`src/rtl/beta_rf.sv`:
```
// beta_rf: register-fetch/decode stage of the pipelined Beta (IF/RF register, register file,
// operand select, interlock, branch/jump/trap resolution). Optional feature macro: BETA_BYPASS_EN.
module beta_rf (
  input  logic        clk,
  input  logic        reset,
  input  logic [31:0] pcIn,
  input  logic [31:0] irIn,
  input  logic        irq,
  input  logic        stallIn,
  output logic        stall,
  output logic [2:0]  PCSEL,
  output logic [31:0] cRelativeA,
  output logic [31:0] jt,
  input  logic [4:0]  aluRc,
  input  logic [4:0]  memRc,
  input  logic [4:0]  wbRc,
  input  logic        aluWe,
  input  logic        memWe,
  input  logic        wbWe,
  input  logic        aluLoad,
  input  logic [31:0] aluData,
  input  logic [31:0] memData,
  input  logic [31:0] wbData,
  output logic [31:0] pcToAlu,
  output logic [31:0] irToAlu,
  output logic [31:0] aVal,
  output logic [31:0] bVal
);

  localparam logic [31:0] NOP_IR  = 32'h83FF_F800;
  localparam logic [31:0] TRAP_IR = 32'h73DF_0000;
  localparam logic [5:0]  OP_ST   = 6'h19;
  localparam logic [5:0]  OP_JMP  = 6'h1B;
  localparam logic [5:0]  OP_BEQ  = 6'h1C;
  localparam logic [5:0]  OP_BNE  = 6'h1D;
  localparam logic [5:0]  OP_LDR  = 6'h1F;
  localparam logic [4:0]  R31     = 5'd31;
  localparam logic [2:0]  PC_INC  = 3'd0;
  localparam logic [2:0]  PC_BR   = 3'd1;
  localparam logic [2:0]  PC_JMP  = 3'd2;
  localparam logic [2:0]  PC_ILL  = 3'd3;
  localparam logic [2:0]  PC_XADR = 3'd4;

  function automatic logic is_rr_op(input logic [5:0] op);
    return ((op >= 6'h20) && (op <= 6'h2A)) || ((op >= 6'h2C) && (op <= 6'h2E));
  endfunction

  function automatic logic is_legal_op(input logic [5:0] op);
    logic ok;
    case (op)
      6'h18, 6'h19, 6'h1B, 6'h1C, 6'h1D, 6'h1F: ok = 1'b1;
      default: ok = is_rr_op(op) || ((op >= 6'h30) && (op <= 6'h3A)) ||
                    ((op >= 6'h3C) && (op <= 6'h3E));
    endcase
    return ok;
  endfunction

  function automatic logic stage_hit(input logic we, input logic [4:0] rc, input logic [4:0] addr);
    return we && (rc == addr) && (addr != R31);
  endfunction

  logic [31:0] pc_q, pc_d, ir_q, ir_d;
  logic [31:0] pca_q, pca_d, ira_q, ira_d, a_q, a_d, b_q, b_d;
  logic [31:0] rf_q [0:30];

  logic [5:0]  op_s;
  logic [4:0]  ra_s, rb_s, rc_s, rbsel_s;
  logic [15:0] lit_s;
  logic        legal_s, use_a_s, use_b_s;
  logic [31:0] rf_a_s, rf_b_s, a_s, b_s;
  logic        il_s, stall_s, trap_s;
  logic [2:0]  pcsel_s;

  assign op_s    = ir_q[31:26];
  assign rc_s    = ir_q[25:21];
  assign ra_s    = ir_q[20:16];
  assign rb_s    = ir_q[15:11];
  assign lit_s   = ir_q[15:0];
  assign rbsel_s = (op_s == OP_ST) ? rc_s : rb_s;
  assign legal_s = is_legal_op(op_s);
  assign use_a_s = legal_s && (op_s != OP_LDR);
  assign use_b_s = is_rr_op(op_s) || (op_s == OP_ST);

  // R31 reads as zero and is never written, so it has no storage.
  assign rf_a_s = (ra_s == R31) ? 32'd0 : rf_q[ra_s];
  assign rf_b_s = (rbsel_s == R31) ? 32'd0 : rf_q[rbsel_s];

  // Register file write port, fed by the WB stage; contents are not reset.
  always_ff @(posedge clk) begin
    if (wbWe && (wbRc != R31)) begin
      rf_q[wbRc] <= wbData;
    end
  end

`ifdef BETA_BYPASS_EN
  // Operand A select, youngest producer first.
  always_comb begin
    a_s = rf_a_s;
    if (stage_hit(aluWe, aluRc, ra_s)) begin
      a_s = aluData;
    end else if (stage_hit(memWe, memRc, ra_s)) begin
      a_s = memData;
    end else if (stage_hit(wbWe, wbRc, ra_s)) begin
      a_s = wbData;
    end else begin
      a_s = rf_a_s;
    end
  end

  // Operand B select, youngest producer first.
  always_comb begin
    b_s = rf_b_s;
    if (stage_hit(aluWe, aluRc, rbsel_s)) begin
      b_s = aluData;
    end else if (stage_hit(memWe, memRc, rbsel_s)) begin
      b_s = memData;
    end else if (stage_hit(wbWe, wbRc, rbsel_s)) begin
      b_s = wbData;
    end else begin
      b_s = rf_b_s;
    end
  end

  // Only a load in ALU cannot be bypassed: its data does not exist yet.
  assign il_s = aluLoad && ((use_a_s && stage_hit(aluWe, aluRc, ra_s)) ||
                            (use_b_s && stage_hit(aluWe, aluRc, rbsel_s)));
`else
  logic unused_bypass_s;
  assign unused_bypass_s = ^{aluData, memData, aluLoad};
  assign a_s = rf_a_s;
  assign b_s = rf_b_s;

  // Without bypassing, wait until every in-flight producer has written the file.
  assign il_s = (use_a_s && (stage_hit(aluWe, aluRc, ra_s) || stage_hit(memWe, memRc, ra_s) ||
                             stage_hit(wbWe, wbRc, ra_s))) ||
                (use_b_s && (stage_hit(aluWe, aluRc, rbsel_s) || stage_hit(memWe, memRc, rbsel_s) ||
                             stage_hit(wbWe, wbRc, rbsel_s)));
`endif

  assign stall_s = stallIn || il_s;

  // Fetch redirect selection in priority order; nothing redirects while stalled or in reset.
  always_comb begin
    pcsel_s = PC_INC;
    if (reset || stall_s) begin
      pcsel_s = PC_INC;
    end else if (irq && !pc_q[31]) begin
      pcsel_s = PC_XADR;
    end else if (!legal_s) begin
      pcsel_s = PC_ILL;
    end else if (op_s == OP_JMP) begin
      pcsel_s = PC_JMP;
    end else if (((op_s == OP_BEQ) && (a_s == 32'd0)) || ((op_s == OP_BNE) && (a_s != 32'd0))) begin
      pcsel_s = PC_BR;
    end else begin
      pcsel_s = PC_INC;
    end
  end

  assign trap_s = (pcsel_s == PC_ILL) || (pcsel_s == PC_XADR);

  // Next state of both pipeline registers.
  always_comb begin
    pc_d  = pc_q;
    ir_d  = ir_q;
    pca_d = pca_q;
    ira_d = ira_q;
    a_d   = a_q;
    b_d   = b_q;
    if (!stall_s) begin
      pc_d = pcIn;
      ir_d = (pcsel_s != PC_INC) ? NOP_IR : irIn;
    end else begin
      pc_d = pc_q;
      ir_d = ir_q;
    end
    if (stallIn) begin
      ira_d = ira_q;
    end else if (il_s) begin
      ira_d = NOP_IR;
      pca_d = pc_q;
      a_d   = 32'd0;
      b_d   = 32'd0;
    end else if (trap_s) begin
      // Trap becomes BEQ(R31, XADR, R30) so the ALU stage saves pcR in XP.
      ira_d = TRAP_IR;
      pca_d = pc_q;
      a_d   = 32'd0;
      b_d   = 32'd0;
    end else begin
      ira_d = ir_q;
      pca_d = pc_q;
      a_d   = a_s;
      b_d   = b_s;
    end
  end

  // Pipeline state registers.
  always_ff @(posedge clk or posedge reset) begin
    if (reset) begin
      pc_q  <= 32'd0;
      ir_q  <= NOP_IR;
      pca_q <= 32'd0;
      ira_q <= NOP_IR;
      a_q   <= 32'd0;
      b_q   <= 32'd0;
    end else begin
      pc_q  <= pc_d;
      ir_q  <= ir_d;
      pca_q <= pca_d;
      ira_q <= ira_d;
      a_q   <= a_d;
      b_q   <= b_d;
    end
  end

  assign stall      = stall_s;
  assign PCSEL      = pcsel_s;
  assign cRelativeA = pc_q + {{14{lit_s[15]}}, lit_s, 2'b00};
  assign jt         = {pc_q[31] & a_s[31], a_s[30:2], 2'b00};
  assign pcToAlu    = pca_q;
  assign irToAlu    = ira_q;
  assign aVal       = a_q;
  assign bVal       = b_q;

endmodule

```
`config.mk`:
```
export PLATFORM = sky130hd
export DESIGN_NAME = beta_rf
export DESIGN_NICKNAME = d
export VERILOG_FILES = /design/src/rtl/beta_rf.sv
export SDC_FILE = /design/constraint.sdc
export NUM_CORES = 2
export LEC_CHECK = 0
export BUFFER_PORTS_ARGS = -buffer_cell sky130_fd_sc_hd__buf_2
export CAP_MARGIN = 25
export CORE_ASPECT_RATIO = 0.5
export CORE_UTILIZATION = 40
export DETAILED_ROUTE_END_ITERATION = 16
export PLACE_DENSITY_LB_ADDON = 0.1
export SYNTH_ARGS = -nofsm -noshare
export SYNTH_HDL_FRONTEND = slang
export SYNTH_SLANG_ARGS = --single-unit
```
`constraint.sdc`:
```
create_clock -name clk -period 23.7 [get_ports clk]
set_input_delay 4.74 -clock clk [delete_from_list [all_inputs] [get_ports clk]]
set_output_delay 4.74 -clock clk [all_outputs]
set_load 0.1 [all_outputs]
```
==> flow_summary.ini <==
[clocking]
clock-sinks = 1184
cts_post_setup_buffers_inserted = 0
clockBufferDepth = 3
root_buffer = clkbuf_16
clock_latency_ps = 770
holdBufCountCts = 0
cts_tree = built
ctsResizeCount = 0
cts_buffers = 113
h-tree-depth = 3
path_clk_slew_ps = 70

[timing]
worst_slack_ps = 10630
finClkSkew_ps = 37.4
worst_slew_pin_slew_ps = 1180
rsz0062_at_grt = false
finalSetupTns_ps = 0
setup_viol = 0
fin_crit_sh_pct = 55.1
hold_viol = 0
drv_slew = 0
relSlewSlack_pct = 21.5
fin_crit_ps = 13070
max_freq_mhz = 76.5

[finish]
drive_gt1_share_pct = 21.2
final_cell_mix = edfxtp_1, nand2_1, buf_2
fillers = 12700
mostFrequentLayoutCell = edfxtp_1
fin_nets = 4952
area_delta_synth_final_pct = 13.5

[global_route]
grtUsageTotal_pct = 30.4
grt_antenna_before_repair = 22
overflow = 0
grt_pass1_wl_mm = 308
first_global_vias = 40500
grt_max_degree = 149

[routing]
met3_length_mm = 25.9
drt_iter0_drc = 5909
ant_nets = 0
drt-pass1-iter-count = 6
via_per_inst = 6.33
drc = 0
wl_met1_mm = 92.6
vias = 42600
wl_met2_mm = 96.5
wire_per_inst_um = 33.0
maxUsedRoutingLayer = met5
wl_mm = 222

[logic_synthesis]
ys_top_cells_by_area = edfxtp_1, mux4_2, dfrtp_1, nand2_1, nand3_1
syn-cell-area_mm2 = 0.0570
yosysUniqueCellTypes = 77
synth_top_area_share_pct = 52.2
async_reset_ff_share_pct = 16.2
ys_seq_area_share_pct = 60.7
syn_area_per_cell_um2 = 12.5
yosysWarnings = 0
synthCells = 4550
synth_edf_count = 992
ys_ff_latch = 1184
yosysTopAreaCell = edfxtp_1
ys.flop_type = edfxtp_1

[worst_setup_path]
cp-end-kind = primary output
cp-startpoint = wbRc[4]
cp.arrival_ps = 8330
required_ps = 18960
crit_path_max_fanout = 44
start_kind = primary input
reg2reg_from = ir_q[27]$_DFFE_PP0N_
r2r_cells = 13
criticalPathCategory = primary input to primary output

[floorplanning]
pin_count = 379
die_w_um = 536
die_area_mm2 = 0.144
core_area_mm2 = 0.141
die_h_um = 269
initial_utilization_pct = 40.5
fp-row-count = 97

[placed_design]
port_buffers = 311
place_hpwl_mm = 133
place.gp.congestion = 0.861
pre_cts_ws_ps = 10610

[run]
cap_violations = 0

[worst_hold_path]
hp-class = register to register
hold_start = irToAlu[16]$_DFFE_PP1N_
min_path_cells = 2

[run_status]
status = complete, no violations
## cells by family (layout without fill, tap and decap cells)
| family | count (synthesis) | in the layout | share of synthesized area, % |
|---|---|---|---|
| buffers and inverters | 419 | 707 | 3.16 |
| flip-flops | 1184 | 1184 | 60.7 |
| AO/OA/AOI/OAI | 808 | 808 | 9.72 |
| XOR/XNOR | 53 | 53 | 0.814 |
| adder cells (fa/ha/maj) | 30 | 30 | 0.671 |
| multiplexers | 438 | 438 | 12.4 |
| AND/OR/NAND/NOR | 1617 | 1617 | 12.6 |
| other | 1 | 10 | 0.00657 |
## through the flow
stage | hold slack [ps] | instances | util, % | cell area (um^2)
floorplan | 490 | 4551 | - | 57100
global placement | 448 | 6498 | 43.1 | 60700
detailed placement | 451 | 6502 | 43.2 | 60800
CTS | 462 | 6717 | 46.0 | 64700
global route | 477 | 6721 | 46.0 | 64800
finish | 460 | 6728 | 46.0 | 64800
## worst paths after layout
path                       slack (ps)                 endpoint
setup / recovery                10630                    stall
min in group asynchronous        4430  irToAlu[28]$_DFFE_PP0N_
hold / removal                    460  irToAlu[16]$_DFFE_PP1N_
max in group asynchronous       17930     bVal[25]$_DFFE_PP0N_
setup reg to reg                16730     bVal[11]$_DFFE_PP0N_
hold reg to reg                   460  irToAlu[16]$_DFFE_PP1N_
## Yosys cell counts, types with 51 or more instances
| cell type | instances |
|---|---|
| nor3_1 | 51 |
| mux4_2 | 203 |
| clkbuf_1 | 218 |
| inv_1 | 55 |
| and3_1 | 81 |
| o21ai_0 | 101 |
| nor2_1 | 122 |
| nand2_1 | 916 |
| mux2_2 | 93 |
| a311oi_1 | 142 |
| nand3_1 | 284 |
| mux2i_1 | 140 |
| buf_1 | 64 |
| a211oi_1 | 100 |
| dfrtp_1 | 160 |
| a21oi_1 | 207 |
| edfxtp_1 | 992 |
## per-layer routing
layer / vias up / GRT usage [%]
met1: 21900 / 43.0
met5: - / 0
li1: 17700 / -
met4: 30 / 9.69
met2: 2567 / 45.5
met3: 400 / 7.91
## critical path, stage by stage
cell and delay, ps:
buf_2 170, xor2_1 170, nor4_1 340, nand3_1 370
nand3_1 190, a41o_1 220, a31oi_1 80, a31oi_4 840
buf_4 650, buf_2 540
## cell type report
cell class / instances / area (um^2) / area share (%)
flip-flops and latches: 1184 / 34600 / 53.5
clock buffers: 136 / 3020 / 4.66
repair buffers: 435 / 2640 / 4.07
well taps: 1881 / 2350 / 3.63
multi-input cells: 2948 / 21000 / 32.4
diodes: 8 / 20.0 / 0.0309
inverters: 57 / 221 / 0.342
clock inverters: 79 / 882 / 1.36
## sequential cells by signal (all words and copies together), names as in the netlist
register  cells
aVal         32
ir_q         32
pcToAlu      32
irToAlu      32
rf_q        992
pc_q         32
bVal         32
Power is not shown: default switching activity piles up to over one toggle a cycle in this logic, so the estimate is an artifact.
